**config.mk**
```make
export PLATFORM = sky130hd
export DESIGN_NAME = inst_fetch_queue
export DESIGN_NICKNAME = d
export VERILOG_FILES = /design/src/rtl/inst_fetch_queue_pkg.sv /design/src/rtl/inst_fetch_queue_sync_fifo.sv /design/src/rtl/inst_fetch_queue.sv
export SDC_FILE = /design/constraint.sdc
export NUM_CORES = 1
export LEC_CHECK = 0
export CAP_MARGIN = 15
export CORE_ASPECT_RATIO = 0.6
export CORE_UTILIZATION = 25
export CTS_CLUSTER_SIZE = 14
export DETAILED_ROUTE_END_ITERATION = 10
export PLACE_DENSITY = 0.49
export SLEW_MARGIN = 10
export SYNTH_ARGS = -nofsm -noshare
export SYNTH_HDL_FRONTEND = slang
export SYNTH_SLANG_ARGS = --single-unit
```
**constraint.sdc**
```tcl
create_clock -name clk -period 5.7 [get_ports clk]
set_input_delay 1.425 -clock clk [delete_from_list [all_inputs] [get_ports clk]]
set_output_delay 1.425 -clock clk [all_outputs]
set_load 0.01 [all_outputs]
```
**src/rtl/inst_fetch_queue_pkg.sv**
```systemverilog
// Shared definitions for the instruction fetch queue: widths, default halt opcode
// and the fetch FSM state type.
package inst_fetch_queue_pkg;
  localparam int unsigned INST_W = 32;
  localparam int unsigned ADDR_W = 32;
  localparam logic [5:0] HALT_OP_DEFAULT = 6'b111111;

  typedef enum logic {
    FETCH = 1'b0,
    HALT  = 1'b1
  } state_t;
endpackage

```
**src/rtl/inst_fetch_queue_sync_fifo.sv**
```systemverilog
// Synchronous FIFO with push/pop/flush; pointers wrap modulo DEPTH (power of 2).
// Flush has priority over push and pop in the same cycle.
module sync_fifo #(
  parameter int unsigned WIDTH = 64,
  parameter int unsigned DEPTH = 4
) (
  input  logic                     clk,
  input  logic                     nrst,
  input  logic                     push,
  input  logic                     pop,
  input  logic                     flush,
  input  logic [WIDTH-1:0]         din,
  output logic [WIDTH-1:0]         dout,
  output logic                     full,
  output logic                     empty,
  output logic [$clog2(DEPTH):0]   count
);
  localparam int unsigned PW = $clog2(DEPTH);
  localparam logic [PW:0] FULL_CNT = (PW+1)'(DEPTH);

  logic [WIDTH-1:0] mem [DEPTH];
  logic [PW-1:0]    wr_ptr;
  logic [PW-1:0]    rd_ptr;
  logic [PW:0]      cnt;
  logic             do_push;
  logic             do_pop;

  assign empty   = (cnt == '0);
  assign full    = (cnt == FULL_CNT);
  assign do_pop  = pop & ~empty;
  // A full queue still accepts a push when the head leaves in the same cycle.
  assign do_push = push & (~full | do_pop);
  assign dout    = mem[rd_ptr];
  assign count   = cnt;

  always_ff @(posedge clk or negedge nrst) begin
    if (!nrst) begin
      wr_ptr <= '0;
      rd_ptr <= '0;
      cnt    <= '0;
    end else if (flush) begin
      wr_ptr <= '0;
      rd_ptr <= '0;
      cnt    <= '0;
    end else begin
      if (do_push) wr_ptr <= wr_ptr + 1'b1;
      if (do_pop)  rd_ptr <= rd_ptr + 1'b1;
      case ({do_push, do_pop})
        2'b10:   cnt <= cnt + 1'b1;
        2'b01:   cnt <= cnt - 1'b1;
        default: ;
      endcase
    end
  end

  always_ff @(posedge clk) begin
    if (do_push && !flush) mem[wr_ptr] <= din;
  end
endmodule

```
**src/rtl/inst_fetch_queue.sv**
```systemverilog
// Instruction fetch unit: reads the ROM one word per cycle into a small queue
// drained by issue; handles back-pressure, redirects and halt.
module inst_fetch_queue
  import inst_fetch_queue_pkg::*;
#(
  parameter int unsigned DEPTH     = 4,
  parameter logic [31:0] RESET_PC  = 32'h0,
  parameter int unsigned ROM_BYTES = 100,
  parameter logic [5:0]  HALT_OP   = HALT_OP_DEFAULT
) (
  input  logic                   clk,
  input  logic                   nrst,
  output logic                   rom_nrd,
  output logic [ADDR_W-1:0]      rom_addr,
  input  logic [INST_W-1:0]      rom_data,
  input  logic                   redir_valid,
  input  logic [ADDR_W-1:0]      redir_pc,
  input  logic                   deq_ready,
  output logic                   deq_valid,
  output logic [INST_W-1:0]      deq_inst,
  output logic [ADDR_W-1:0]      deq_pc,
  output logic [$clog2(DEPTH):0] q_count,
  output logic                   halted
);
  state_t                     state, state_nx;
  logic [ADDR_W-1:0]          pc, pc_nx;
  logic [INST_W+ADDR_W-1:0]   fifo_dout;
  logic                       fifo_full, fifo_empty;
  logic                       deq_fire, space, in_rom, fetch;

  assign deq_valid = ~fifo_empty;
  assign deq_fire  = deq_valid & deq_ready;
  assign space     = ~fifo_full | deq_fire;
  assign in_rom    = ({1'b0, pc} + 33'd4) <= 33'(ROM_BYTES);
  // Gating with nrst keeps the strobe inactive while reset is held.
  assign fetch     = nrst & (state == FETCH) & space & in_rom & ~redir_valid;

  assign rom_nrd   = ~fetch;
  assign rom_addr  = pc;
  assign deq_inst  = deq_valid ? fifo_dout[INST_W+ADDR_W-1:ADDR_W] : '0;
  assign deq_pc    = deq_valid ? fifo_dout[ADDR_W-1:0] : '0;
  assign halted    = (state == HALT);

  always_comb begin
    state_nx = state;
    pc_nx    = pc;
    if (redir_valid) begin
      state_nx = FETCH;
      pc_nx    = redir_pc & ~32'h3;
    end else begin
      if (fetch) pc_nx = pc + 32'd4;
      if (state == FETCH && (!in_rom || (fetch && rom_data[31:26] == HALT_OP)))
        state_nx = HALT;
    end
  end

  always_ff @(posedge clk or negedge nrst) begin
    if (!nrst) begin
      state <= FETCH;
      pc    <= RESET_PC;
    end else begin
      state <= state_nx;
      pc    <= pc_nx;
    end
  end

  sync_fifo #(
    .WIDTH(INST_W + ADDR_W),
    .DEPTH(DEPTH)
  ) u_fifo (
    .clk  (clk),
    .nrst (nrst),
    .push (fetch),
    .pop  (deq_fire & ~redir_valid),
    .flush(redir_valid),
    .din  ({rom_data, pc}),
    .dout (fifo_dout),
    .full (fifo_full),
    .empty(fifo_empty),
    .count(q_count)
  );
endmodule

```
==> impl_metrics.json <==
{
  "rr_startpoint": "rom_addr[3]",
  "wl_per_cell_um": 20.0,
  "dieHeight_um": 171,
  "period_needed_ns": 5.44,
  "gp_congestion": 0.714,
  "postSynthCellCount": 667,
  "grt_max_degree": 55,
  "netlist_top_cells_count": "edfxtp_1, and2_1, mux4_2, dfrtp_1, nand2_1",
  "ys_top_cells_by_area": "edfxtp_1, mux4_2, dfrtp_1",
  "viasPerCell": 4.34,
  "ios": 170,
  "die_area_um2": 48500,
  "cts_tree": "yes",
  "rrSetupSlack_ns": 1.30,
  "yosysWarnings": 0,
  "final_hold_viol_count": 0,
  "yosysMostFrequentCell": "edfxtp_1",
  "first_iter_violations": 449,
  "core_area_um2": 46600,
  "nFillCells": 4486,
  "rr_worst_depth": 10,
  "postSynthAreaPerCell_um2": 17.8,
  "finClkSkew_ns": 0.0287,
  "required_ns": 4.28,
  "seqCellArea_um2": 8410,
  "power_density_nw_per_um2": 343,
  "min_to": "u_fifo.mem[2][10]",
  "yosysSeqAreaShare_pct": 70.7,
  "cts_buffer_depth": 3,
  "post-synth-top-area-cell": "edfxtp_1",
  "grt_pass1_wl_mm": 44.6,
  "ys_async_sr_fraction_pct": 13.3,
  "initial_utilization_pct": 25.5,
  "outcome": "finished clean",
  "wirelength_mm": 30.0,
  "path_class": "reg2out",
  "crit_path_start_kind": "register",
  "drv_cap": 0,
  "first_pass_iters": 5,
  "dp_hpwl_mm": 18.8,
  "r2r-end": "u_fifo.mem[3][48]",
  "tns_ns": 0,
  "synth_cell_types": 69,
  "fin_area_um2": 15300,
  "synth_edf_count": 248,
  "htreeDepth": 1,
  "hp-class": "reg2reg",
  "hold_slack_ns": 0.590,
  "finalCritPeriodShare_pct": 95.5,
  "synth_top_area_share_pct": 62.7,
  "drcViolationCount": 0,
  "finalSetupViolCount": 0,
  "startpoint": "rom_addr[3]",
  "syn2layout_area_growth_pct": 28.7,
  "grt_pass1_vias": 6828,
  "end_kind": "primary output",
  "dp_slack_ns": 0.635,
  "synth_top_flop_cell": "edfxtp_1",
  "vias": 6515,
  "antenna_left": 0,
  "finalMaxSlewViolations": 0,
  "worst_ir_drop_vdd_mv": 0.229,
  "critPathArrivalTime_ns": 4.02,
  "insertion_delay_ns": 0.57,
  "path_clk_slew_ns": 0.07,
  "io_buffers": 163,
  "grt_antenna_before_repair": 2,
  "grt_util_all_layers_pct": 12.3,
  "relSlewSlack_pct": 38.0,
  "layout-drive-gt1-share_pct": 19.3,
  "p_leak_nw": 4.91,
  "slowest_delay_ns": 0.54,
  "multi_input_area_um2": 3280,
  "tightest_slew_ns": 0.930,
  "die_w_um": 284,
  "crit_slowest_cell": "or4_1",
  "worstHoldStart": "rom_addr[10]",
  "grt_remaining_overflow": 0,
  "placed_area_um2": 14400,
  "cts_buffers": 29,
  "cp_max_fo": 10,
  "cts-root-buf": "clkbuf_16",
  "num_rows": 61,
  "max_freq_mhz": 184,
  "cts.sinks": 286,
  "path_cells": "ha_2, nand4_2, nor3_2, a31oi_1, or4_1, or4_4, nor4b_4, and2_1, inv_1, clkdlybuf4s50_1",
  "synth-seq-cells": 286,
  "nets": 922,
  "rsz0062_at_grt": "false",
  "synth_area_um2": 11900,
  "hold_depth": 0,
  "final.setup.worst_slack_ns": 0.257
}
==> how the worst max path moves through the flow <==
| stage | to | slack (ns) | depth (start not counted) |
|---|---|---|---|
| global route | rom_nrd | 0.03 | 9 |
| global placement | rom_nrd | 0.59 | 8 |
| CTS | rom_nrd | 0.03 | 10 |
| detailed placement | rom_nrd | 0.63 | 8 |
| floorplan | u_fifo.mem[0][10] | 0.90 | 11 |
| finish | rom_nrd | 0.26 | 10 |
==> metal layers <==
metal	global-route usage [%]	vias to the layer above	share of wire (%)
li1	-	2987	-
met1	17.7	3344	48
met2	19.0	148	45
met3	3.15	36	5.5
met4	2.16	0	1.5
met5	0	-	0
==> registers in the layout (all words and copies together) (netlist names) <==
signal,flops
u_fifo.mem,248
rom_addr,30
u_fifo.count,3
u_fifo.rd_ptr,2
u_fifo.wr_ptr,2
halted,1
==> placed cells by master (no fill, tap or decap), drive strengths merged, types with 14 or more instances in the layout <==
cell           count
clkbuf            31
mux2              20
edfxtp           248
nand2             23
dfrtp             38
nor2              19
mux4              62
and2              66
buf               24
inv               17
clkdlybuf4s50    161
clkinv            14
==> critical path: cells and delay by family, from the launching register on <==
kind / cells / cell delay [ns]
AOI/OAI and AO/OA: 1 / 0.12
and+or+nand+nor: 6 / 2.03
adders and majority gates: 1 / 0.31
DFF: 1 / 0.48
buffers and inverters: 2 / 0.51
==> cell type report <==
type,count,share of cell area (%)
Tap cell,630,5.15
Clock buffer,31,4.79
Sequential cell,286,55.0
Multi-Input combinational cell,329,21.5
Antenna cell,2,0.0327
Clock inverter,22,1.10
Timing Repair Buffer,185,12.1
Inverter,16,0.393
==> through the flow <==
stage | utilization [%] | power [mW] | instances
6_report | 32.8 | 5.24 | 1501
5_1_grt | 32.8 | 5.48 | 1499
4_1_cts | 32.8 | 5.35 | 1499
3_5_place_dp | 30.8 | 3.48 | 1446
3_3_place_gp | 30.8 | 3.48 | 1446
2_1_floorplan | - | 2.92 | 670
==> where the power goes <==
group,switching [mW],internal (mW),total (mW)
combinational,0.442,0.547,0.989
sequential,0.0980,2.31,2.41
clock,0.821,1.02,1.84
==> repair_timing <==
item,CTS,global route
endpoints found under the setup margin,0,1
resized for setup,0,2
hold buffers,0,0
buffers inserted,0,0
==> cells by family after synthesis <==
| family | synth area share [%] |
|---|---|
| fa+ha+maj | 0.800 |
| mux | 14.0 |
| buf+inv | 2.03 |
| compound gates | 2.81 |
| flops | 70.7 |
| xor+xnor | 0.874 |
| simple gates | 8.82 |
| other cells | 0.0315 |
Power figures use the tool's default switching activity.
